$ cat src/rtl/alu_issue_stage.sv
`default_nettype none
// ============================================================================
//  Module      : alu_issue_stage
//  Description : Issue stage for the combinational alu8bit. Accepts one
//                operation per valid/ready handshake, registers the operands
//                into the ALU, and captures the result with carry/borrow,
//                zero and divide-by-zero flags into a show-ahead result FIFO.
//                An accumulator holds the last good result for chaining.
//  Revision    : 1.0 - initial release
// ============================================================================
module alu_issue_stage #(
    parameter int DEPTH = 2
) (
    input  logic       clk,
    input  logic       rst_n,

    input  logic       in_valid,
    output logic       in_ready,
    input  logic [7:0] in_a,
    input  logic [7:0] in_b,
    input  logic [3:0] in_op,
    input  logic       in_use_acc,

    output logic [7:0] alu_a,
    output logic [7:0] alu_b,
    output logic [3:0] alu_op,
    input  logic [7:0] alu_out,
    input  logic       alu_carry,

    output logic       res_valid,
    input  logic       res_ready,
    output logic [7:0] res_data,
    output logic       res_carry,
    output logic       res_zero,
    output logic       res_err,

    output logic [7:0] acc
);

    // Pointer and occupancy widths; the count needs one extra state for full.
    localparam int c_PTR_W = (DEPTH > 1) ? $clog2(DEPTH) : 1;
    localparam int c_CNT_W = $clog2(DEPTH + 1);
    localparam logic [c_CNT_W-1:0] c_FULL = c_CNT_W'(DEPTH);

    localparam logic [3:0] c_OP_ADD = 4'h0;
    localparam logic [3:0] c_OP_SUB = 4'h1;
    localparam logic [3:0] c_OP_DIV = 4'h3;

    // Entry layout: {err, zero, carry, data}
    localparam int c_ENTRY_W = 11;

    typedef enum logic [0:0] {
        S_IDLE = 1'b0,
        S_EXEC = 1'b1
    } state_t;

    state_t                 r_state;
    logic [c_ENTRY_W-1:0]   r_mem [DEPTH];
    logic [c_PTR_W-1:0]     r_wr_ptr;
    logic [c_PTR_W-1:0]     r_rd_ptr;
    logic [c_CNT_W-1:0]     r_count;

    logic                   w_accept;
    logic                   w_push;
    logic                   w_pop;
    logic                   w_div_zero;
    logic [7:0]             w_data;
    logic                   w_carry;
    logic                   w_zero;
    logic [c_ENTRY_W-1:0]   w_entry;
    logic [c_ENTRY_W-1:0]   w_head;

    // A FIFO slot must be free before accepting, so the EXEC push never overflows.
    assign in_ready = (r_state == S_IDLE) && (r_count < c_FULL);
    assign w_accept = in_valid && in_ready;
    assign w_push   = (r_state == S_EXEC);
    assign w_pop    = res_valid && res_ready;

    // Result formation from the ALU response for the operation in flight.
    always_comb begin
        w_div_zero = (alu_op == c_OP_DIV) && (alu_b == 8'h00);
        w_data     = alu_out;
        w_carry    = 1'b0;
        if (w_div_zero) begin
            w_data = 8'hFF;
        end else if (alu_op == c_OP_ADD) begin
            w_carry = alu_carry;
        end else if (alu_op == c_OP_SUB) begin
            // The ALU carry is always that of a+b, so the borrow is derived here.
            w_carry = (alu_a < alu_b);
        end
        w_zero  = !w_div_zero && (w_data == 8'h00);
        w_entry = {w_div_zero, w_zero, w_carry, w_data};
    end

    // Issue FSM: operand capture on accept, accumulator update on EXEC.
    always_ff @(posedge clk or negedge rst_n) begin
        if (!rst_n) begin
            r_state <= S_IDLE;
            alu_a   <= 8'h00;
            alu_b   <= 8'h00;
            alu_op  <= 4'h0;
            acc     <= 8'h00;
        end else begin
            case (r_state)
                S_IDLE: begin
                    if (w_accept) begin
                        alu_a   <= in_use_acc ? acc : in_a;
                        alu_b   <= in_b;
                        alu_op  <= in_op;
                        r_state <= S_EXEC;
                    end
                end
                S_EXEC: begin
                    // A divide by zero leaves the accumulator untouched.
                    if (!w_div_zero) begin
                        acc <= w_data;
                    end
                    r_state <= S_IDLE;
                end
                default: r_state <= S_IDLE;
            endcase
        end
    end

    // Result storage; contents are don't-care until counted valid.
    always_ff @(posedge clk) begin
        if (w_push) begin
            r_mem[r_wr_ptr] <= w_entry;
        end
    end

    // FIFO pointers and occupancy; simultaneous push and pop keep the count.
    always_ff @(posedge clk or negedge rst_n) begin
        if (!rst_n) begin
            r_wr_ptr <= '0;
            r_rd_ptr <= '0;
            r_count  <= '0;
        end else begin
            if (w_push) begin
                r_wr_ptr <= r_wr_ptr + 1'b1;
            end
            if (w_pop) begin
                r_rd_ptr <= r_rd_ptr + 1'b1;
            end
            case ({w_push, w_pop})
                2'b10:   r_count <= r_count + 1'b1;
                2'b01:   r_count <= r_count - 1'b1;
                default: r_count <= r_count;
            endcase
        end
    end

    // Show-ahead head; masked to zero while the FIFO is empty.
    assign res_valid = (r_count != '0);
    assign w_head    = res_valid ? r_mem[r_rd_ptr] : '0;
    assign res_data  = w_head[7:0];
    assign res_carry = w_head[8];
    assign res_zero  = w_head[9];
    assign res_err   = w_head[10];

endmodule
`default_nettype wire

$ cat config.mk
export PLATFORM = sky130hd
export DESIGN_NAME = alu_issue_stage
export DESIGN_NICKNAME = d
export VERILOG_FILES = /design/src/rtl/alu_issue_stage.sv
export SDC_FILE = /design/constraint.sdc
export NUM_CORES = 1
export LEC_CHECK = 0
export ABC_AREA = 1
export CAP_MARGIN = 10
export CELL_PAD_IN_SITES_DETAIL_PLACEMENT = 1
export CELL_PAD_IN_SITES_GLOBAL_PLACEMENT = 1
export CORE_UTILIZATION = 31
export DETAILED_ROUTE_END_ITERATION = 10
export GPL_ROUTABILITY_DRIVEN = 0
export MAX_ROUTING_LAYER = met4
export PLACE_DENSITY_LB_ADDON = 0.1
export SLEW_MARGIN = 20
export SYNTH_ARGS = -nofsm -noshare
export SYNTH_HDL_FRONTEND = slang
export SYNTH_SLANG_ARGS = --single-unit
$ cat constraint.sdc
create_clock -name clk -period 1.8 [get_ports clk]
set_input_delay 0.36 -clock clk [delete_from_list [all_inputs] [get_ports clk]]
set_output_delay 0.36 -clock clk [all_outputs]
set_load 0.01 [all_outputs]
==> results.toml, run 1 <==
[floorplan]
die_h_um = 93.7
die-area_mm2 = 0.00878
rows = 33
ios = 75
initial_utilization = 0.319
die_x_um = 93.7
core_mm2 = 0.00818

[sta]
clock_skew_ns = 0.00558
layout_setup_ws_ns = 0.0718
slew_viol_final = 0
tns_ns = 0
setup_viol = 0
worstMarginPinSlew_ns = 0.483
hold_viol_final = 0
max_slew_margin = 0.677
fin_crit_ns = 1.73
fin_crit_sh = 0.960
max_freq_ghz = 0.579

[global_routing]
grt_pass1_wl_um = 10800
grt_pass1_vias = 2162
grt_overflow = 0
grt_max_degree = 34
antenna_found_initial = 0
grt_use_total = 0.168

[clock_tree]
clock_latency_ns = 0.30
holdBufCountCts = 0
cts.htree.levels = 2
clkTransAtPathRegs_ns = 0.10
clock_sinks = 55
clockRootBuffer = "clkbuf_8"
numCtsBuffers = 5
cts.path.max_buffers = 2
cts_tree = "yes"

[drt]
vias_per_cell = 4.49
first_pass_iters = 4
routed_wl_um = 6670
drt_iter0_drc = 83
drc_errors = 0
antenna_left = 0
wire_per_inst_um = 14.3
vias = 2100

[yosys]
synth_warnings = 0
synth_cell_type_count = 30
synth_cells = 275
syn_nets = 317
syn_area_mm2 = 0.00261
avgSynthCellArea_um2 = 9.48
yosysSeqAreaShare = 0.570
ys_seq_elements = 55

[final_layout]
finalNonFillerCells = 468
syn_to_final_growth_pct = 38.1
fin_nets = 404
final_layout_size_suffix_gt1_frac = 0.138
insertedDiodeCount = 0

[outcome]
outcome = "completed"

[power_and_ir_drop]
peakVddDrop_mv = 0.664
p_leak_uw = 0.00165
powerDensity_mw_per_mm2 = 1610

[setup_path]
critPathMaxStageDelay_ns = 0.38
critPathKind = "reg -> out"
path_buf_inv = 3
worstPathCellList = "nor2_2 -> buf_6 -> buf_4 -> a21oi_1 -> clkdlybuf4s15_1"
cp-end-kind = "output pin"
critPathSlowestCell = "dfrtp_1"
path_delay_family = "buffers and inverters"
cp_data_arrival_time_ns = 1.37
worstPathRequired_ns = 1.44
critical_path.max_fanout = 5
start_kind = "flip-flop"

[placed_design]
dp_hpwl_um = 5000
dp_cells = 455
dpl_worst_slack_ns = -0.0210
io_buffers = 74

[worst_hold_path]
min_path_type = "in -> async"

[job]
cap_violations = 0
-- cell usage after synthesis --
master,instances,area (um2)
edfxtp_1,22,661
buf_6,3,33.8
xor2_1,2,17.5
o21ai_0,15,75.1
buf_1,1,3.75
nor3_1,2,10.0
inv_2,5,18.8
nor4_1,1,6.26
nand3_1,7,35.0
nand2_1,91,342
xnor2_1,2,17.5
o21ai_2,6,52.6
o21a_1,1,7.51
a21oi_1,15,75.1
buf_4,1,7.51
nor3_2,1,10.0
buf_2,3,15.0
inv_4,1,6.26
nor2_4,2,22.5
nand2_4,3,33.8
ha_1,8,100
clkbuf_1,1,3.75
dfrtp_1,33,826
o21ai_1,4,20.0
o211ai_1,1,7.51
nor2_1,7,26.3
nor2_2,1,6.26
nand3_2,4,40.0
nand4_1,3,18.8
inv_1,29,109
-- report_power, final --
part           internal, uW  total (uW)  switching (uW)  leakage (uW)
Clock                   273         673             400     0.0000412
Combinational          1470        2980            1510      0.000997
Sequential             1780        2140             368      0.000608
Total                  3520        5800            2280       0.00165
-- kinds of logic (layout without fill, tap and decap cells) --
family                     count (synthesis)  count (layout)  synth area share
and+or+nand+nor                          122             122             0.211
adders and majority gates                  8               8            0.0384
buffers and inverters                     44             132            0.0758
DFF                                       55              55             0.570
AOI/OAI and AO/OA                         42              42            0.0912
xor gates and xnor gates                   4               4            0.0134
-- final timing paths --
kind                                         from                      to  slack [ns]  depth (start not counted)
setup / recovery           r_count[1]$_DFFE_PN0P_             res_data[7]        0.07                          5
hold / removal                              rst_n   alu_op[0]$_DFFE_PN0P_        0.46                          2
setup reg to reg           r_count[1]$_DFFE_PN0P_  r_count[1]$_DFFE_PN0P_        0.20                          8
hold reg to reg              r_wr_ptr$_DFFE_PN0P_    r_wr_ptr$_DFFE_PN0P_        0.50                          1
max in group asynchronous                   rst_n      acc[7]$_DFFE_PN0P_        1.00                          2
min in group clk             r_wr_ptr$_DFFE_PN0P_    r_wr_ptr$_DFFE_PN0P_        0.50                          1
-- sequential cells by signal, summed over array words and instances, names as in the netlist --
name and cells:
acc 8, r_mem 22, alu_op 4, r_state 1, r_rd_ptr 1, r_wr_ptr 1, alu_b 8, alu_a 8
r_count 2
-- metrics by stage --
| stage | total power, uW | hold WS [ns] | area, um2 | util |
|---|---|---|---|---|
| final | 5800 | 0.462 | 3600 | 0.440 |
| after global routing | 6300 | 0.487 | 3600 | 0.440 |
| after CTS | 5850 | 0.490 | 3590 | 0.439 |
| after detailed placement | 5200 | 0.484 | 3490 | 0.427 |
| after global placement | 5120 | 0.480 | 3490 | 0.427 |
| after floorplan | 3660 | 0.0644 | 2610 | - |
-- cells in the final DEF, fill, tap and decap left out, drive strengths merged, types with 2 or more instances in the layout --
cell,Yosys,routed
nand2,94,94
clkbuf,1,10
a21oi,15,15
ha,8,8
edfxtp,22,22
inv,35,35
clkdlybuf4s15,0,6
clkdlybuf4s50,0,61
dlygate4sd2,0,2
dfrtp,33,33
nand3,11,11
nand4,3,3
xnor2,2,2
nor2,10,10
xor2,2,2
o21ai,25,25
nor3,3,3
buf,8,15
-- layer usage --
layer	vias to the layer above	track usage	routed length, um
met1	993	0.205	2970
met3	6	0.0307	260
met2	49	0.289	3370
li1	1052	-	-
met4	0	0.0385	68
met5	-	-	0
-- cell type report --
cell class / instances / area [um2]
clock inverter: 2 / 12.5
multi-input combinational: 176 / 926
timing repair buffer: 89 / 837
tap: 105 / 131
sequential: 55 / 1490
clock buffer: 6 / 72.6
fill: 947 / 4580
inverter: 35 / 134
-- what timing repair did --
item	CTS	global route
cloned	0	0
resized for setup	14	15
setup endpoints to repair	13	11
pin swaps	0	1
buffers inserted	3	2
(Power assumes the default switching activity.)
==> run 2, diff against run 1 <==
--- a/config.mk
+++ b/config.mk
@@ -9,12 +9,13 @@
 export CAP_MARGIN = 10
 export CELL_PAD_IN_SITES_DETAIL_PLACEMENT = 1
 export CELL_PAD_IN_SITES_GLOBAL_PLACEMENT = 1
+export CORE_ASPECT_RATIO = 0.5
 export CORE_UTILIZATION = 31
 export DETAILED_ROUTE_END_ITERATION = 10
 export GPL_ROUTABILITY_DRIVEN = 0
 export MAX_ROUTING_LAYER = met4
-export PLACE_DENSITY_LB_ADDON = 0.1
-export SLEW_MARGIN = 20
+export PLACE_DENSITY_LB_ADDON = 0.15
+export SLEW_MARGIN = 10
 export SYNTH_ARGS = -nofsm -noshare
 export SYNTH_HDL_FRONTEND = slang
 export SYNTH_SLANG_ARGS = --single-unit
==> results.toml, run 2 (synthesized netlist as in run 1, its figures left out) <==
[final_layout]
layout_commonest_cell = "nand2_1"
final_layout_size_suffix_gt1_frac = 0.148
fin_nets = 407
insertedDiodeCount = 0
final_cell_mix = "nand2_1, clkdlybuf4s50_1, dfrtp_1"
multiInputGateArea_um2 = 923
largest_register_ffs = 22
fill_cells = 933
largest_register = "r_mem"
ff_latch_area_mm2 = 0.00149
syn_to_final_growth_pct = 42.5

[power_and_ir_drop]
peakVddDrop_mv = 0.526
powerDensity_mw_per_mm2 = 1670
p_leak_uw = 0.00170

[clock_tree]
cts_tree = "yes"
clkTransAtPathRegs_ns = 0.07
numCtsBuffers = 5
cts.path.max_buffers = 2
cts.htree.levels = 2
clockRootBuffer = "clkbuf_16"
clock_latency_ns = 0.30
holdBufCountCts = 0
clock_sinks = 55

[drt]
drt_iter0_drc = 44
drc_errors = 0
antenna_left = 0
wire_per_inst_um = 14.2
vias_per_cell = 4.50
routed_wl_um = 6790
first_pass_iters = 4
vias = 2150

[sta]
fin_crit_ns = 1.74
worstMarginPinSlew_ns = 0.446
grt_setup_unrepaired = "no"
holdWs_ns = 0.470
max_freq_ghz = 0.576
clock_skew_ns = 0.00596
hold_viol_final = 0
fin_crit_sh = 0.965
max_slew_margin = 0.702
tns_ns = 0
slew_viol_final = 0
setup_viol = 0

[global_routing]
antenna_found_initial = 0
grt_overflow = 0
grt_use_total = 0.167
grt_pass1_wl_um = 11000
grt_max_degree = 34
grt_pass1_vias = 2286

[worst_hold_path]
min_path_type = "in -> async"

[placed_design]
io_buffers = 74
dp_hpwl_um = 4990

[floorplan]
core_mm2 = 0.00809
die_x_um = 132
initial_utilization = 0.322
rows = 23
die_h_um = 66.9
die-area_mm2 = 0.00880
ios = 75

[setup_path]
cp-end-kind = "output pin"
critical_path.max_fanout = 4
start_kind = "flip-flop"
critPathKind = "reg -> out"
worstPathRequired_ns = 1.44
cp_data_arrival_time_ns = 1.38

[job]
cap_violations = 0

[outcome]
outcome = "completed"
run 2: changes by cell type in the layout (fill, tap and decap cells not counted), moves of 2 or more:
cell,delta
dfrtp_2,+2
clkbuf_16,+5
clkbuf_2,-4
dfrtp_1,-2
clkbuf_8,-5
clkdlybuf4s15_1,-3
dlygate4sd2_1,+6
buf_2,+2
buf_6,+2
run 2: worst paths after layout:
| path | start | to | slack [ns] | cells past startpoint |
|---|---|---|---|---|
| min reg2reg | r_wr_ptr$_DFFE_PN0P_ | r_wr_ptr$_DFFE_PN0P_ | 0.50 | 1 |
| min | rst_n | alu_b[4]$_DFFE_PN0P_ | 0.47 | 2 |
| min in group clk | r_wr_ptr$_DFFE_PN0P_ | r_wr_ptr$_DFFE_PN0P_ | 0.50 | 1 |
| max in group asynchronous | rst_n | r_rd_ptr$_DFFE_PN0P_ | 1.00 | 2 |
| max reg2reg | r_count[1]$_DFFE_PN0P_ | r_count[1]$_DFFE_PN0P_ | 0.18 | 8 |
| max | r_count[1]$_DFFE_PN0P_ | res_data[2] | 0.06 | 5 |
run 2: routing by layer:
layer,track usage,routed length [um],share of wire
met1,0.198,3230,0.48
met2,0.289,3260,0.48
met3,0.0373,203,0.030
met4,0.0523,95,0.014
met5,-,0,0
run 2: power breakdown:
part	internal (uW)	total (uW)	switching (uW)
registers	1780	2150	370
logic	1520	3060	1540
clock network	522	980	458
total	3820	6190	2370
run 2: per-stage QoR:
step / total power, uW / util / area (um2) / setup WS, ns / instances
global route: 6680 / 0.460 / 3720 / 0.000732 / 478
CTS: 6180 / 0.454 / 3670 / 0.000134 / 475
detailed placement: 5170 / 0.433 / 3500 / -0.0106 / 462
global placement: 5060 / 0.433 / 3500 / 0.00253 / 462
finish: 6190 / 0.460 / 3720 / 0.0632 / 478
floorplan: 3660 / - / 2610 / 0.162 / 275
run 2: layout make-up:
cell class	instances	area share
well taps	112	0.0377
clock inverters	3	0.00606
multi-input cells	176	0.248
clock buffers	5	0.0337
inverters	35	0.0367
repair buffers	92	0.237
flip-flops and latches	55	0.401
run 2: repair_timing:
item,CTS,global route
pin swaps,0,1
gates resized for setup,24,6
endpoints found under the setup margin,13,9
buffers inserted,5,2
cloned,0,1
run 2: worst max-delay path, stage by stage, from the launching register on:
cell,delay (ns)
dfrtp_1,0.38
nor2_1,0.13
buf_6,0.14
buf_4,0.12
a21oi_1,0.04
dlygate4sd2_1,0.28
==> run 3, diff against run 2 <==
--- a/config.mk
+++ b/config.mk
@@ -7,10 +7,8 @@
 export LEC_CHECK = 0
 export ABC_AREA = 1
 export CAP_MARGIN = 10
-export CELL_PAD_IN_SITES_DETAIL_PLACEMENT = 1
-export CELL_PAD_IN_SITES_GLOBAL_PLACEMENT = 1
 export CORE_ASPECT_RATIO = 0.5
-export CORE_UTILIZATION = 31
+export CORE_UTILIZATION = 40
 export DETAILED_ROUTE_END_ITERATION = 10
 export GPL_ROUTABILITY_DRIVEN = 0
 export MAX_ROUTING_LAYER = met4
==> results.toml, run 3 (synthesized netlist as in run 1, its figures left out) <==
[global_routing]
grt_overflow = 0
grt_pass1_vias = 1913
grt_pass1_wl_um = 9370
grt_max_degree = 34
antenna_found_initial = 0
grt_use_total = 0.189

[drt]
wire_per_inst_um = 13.1
drc_errors = 0
vias = 2035
routed_wl_um = 5840
antenna_left = 0
drt_iter0_drc = 62
first_pass_iters = 4
vias_per_cell = 4.55

[outcome]
outcome = "completed"

[setup_path]
critPathKind = "reg -> out"
critical_path.max_fanout = 7
rrSetupSlack_ns = 0.27
start_kind = "flip-flop"
cp-end-kind = "output pin"
worstPathRequired_ns = 1.44
cp_data_arrival_time_ns = 1.36

[sta]
slew_viol_final = 0
grt_setup_unrepaired = "no"
tns_ns = 0
hold_viol_final = 0
setup_viol = 0
fin_crit_sh = 0.958
max_slew_margin = 0.706
fin_crit_ns = 1.72
clock_skew_ns = 0.00597
worstMarginPinSlew_ns = 0.439
max_freq_ghz = 0.580

[clock_tree]
clock_sinks = 55
clock_latency_ns = 0.29
clkTransAtPathRegs_ns = 0.07
cts_tree = "yes"
clockRootBuffer = "clkbuf_16"
cts.path.max_buffers = 2
numCtsBuffers = 5
cts.htree.levels = 2

[power_and_ir_drop]
comb_power_share = 0.481
power_switching_uw = 2300
p_clk_frac = 0.161
seqPwrFrac = 0.357
internal-power_uw = 3740
swShare = 0.381
total_power_uw = 6050
p_leak_uw = 0.00172
peakVddDrop_mv = 0.768
powerDensity_mw_per_mm2 = 1660

[final_layout]
fin_nets = 400
insertedDiodeCount = 0
largest_register = "r_mem"
syn_to_final_growth_pct = 39.5
largest_register_ffs = 22
final_cell_mix = "nand2_1, clkdlybuf4s50_1, dfrtp_1"
layout_commonest_cell = "nand2_1"
final_layout_size_suffix_gt1_frac = 0.142

[floorplan]
die_h_um = 59.1
die_x_um = 116
rows = 20
die-area_mm2 = 0.00687
ios = 75
initial_utilization = 0.422
core_mm2 = 0.00618

[placed_design]
dp_hpwl_um = 4220
io_buffers = 74

[worst_hold_path]
min_path_type = "in -> async"

[job]
cap_violations = 0
run 3: worst paths after layout:
path	from	end	cells after the start
min	rst_n	acc[1]$_DFFE_PN0P_	2
min in group clk	acc[4]$_DFFE_PN0P_	acc[4]$_DFFE_PN0P_	2
max reg2reg	r_count[1]$_DFFE_PN0P_	r_count[1]$_DFFE_PN0P_	7
max	r_rd_ptr$_DFFE_PN0P_	res_err	5
max in group asynchronous	rst_n	r_state$_DFF_PN0_	2
min reg2reg	acc[4]$_DFFE_PN0P_	acc[4]$_DFFE_PN0P_	2
run 3: layer usage:
metal | part of all wire | GRT usage | up-vias
met2 | 0.47 | 0.297 | 45
met4 | 0.0060 | 0.0458 | 0
met1 | 0.49 | 0.252 | 937
met3 | 0.039 | 0.0419 | 5
li1 | - | - | 1048
met5 | 0 | - | -
run 3: what timing repair did:
action	4_1_cts	5_1_grt
cloned	1	0
gates resized for setup	12	20
hold buffers	0	0
pin swaps	1	0
endpoints found under the hold margin	0	0
buffers inserted	1	1
endpoints found under the setup margin	13	9
run 3: power groups by stage:
| stage | Clock [uW] | Sequential (uW) | Combinational (uW) |
|---|---|---|---|
| finish | 975 | 2160 | 2910 |
| global route | 1060 | 2220 | 3250 |
| CTS | 997 | 2160 | 2970 |
| detailed placement | 0 | 2170 | 2910 |
| global placement | 0 | 2160 | 2850 |
| floorplan | 0 | 2250 | 1410 |
run 3: per-stage QoR:
step                      area, um2  setup slack (ns)  hold slack (ns)  std cells   util
after floorplan                2610             0.162           0.0644        275      -
after global placement         3450            0.0208            0.476        436  0.559
after detailed placement       3450            0.0183            0.481        436  0.559
after CTS                      3630            -0.180            0.495        446  0.587
after global routing           3640           0.00321            0.522        447  0.589
final                          3640            0.0764            0.491        447  0.589
run 3: final cells by class:
type                    instances  area, um2
fillers                       549       2540
flip-flops and latches         55       1490
multi-input cells             176        935
repair buffers                 85        822
inverters                      35        136
clock buffers                   5        125
well taps                      88        110
clock inverters                 3       22.5
run 3: worst max-delay path, stage by stage (launching register included):
cell      delay, ns
dfrtp_1        0.40
buf_6          0.14
buf_4          0.14
nand2_1        0.05
a21oi_1        0.17
clkbuf_2       0.17
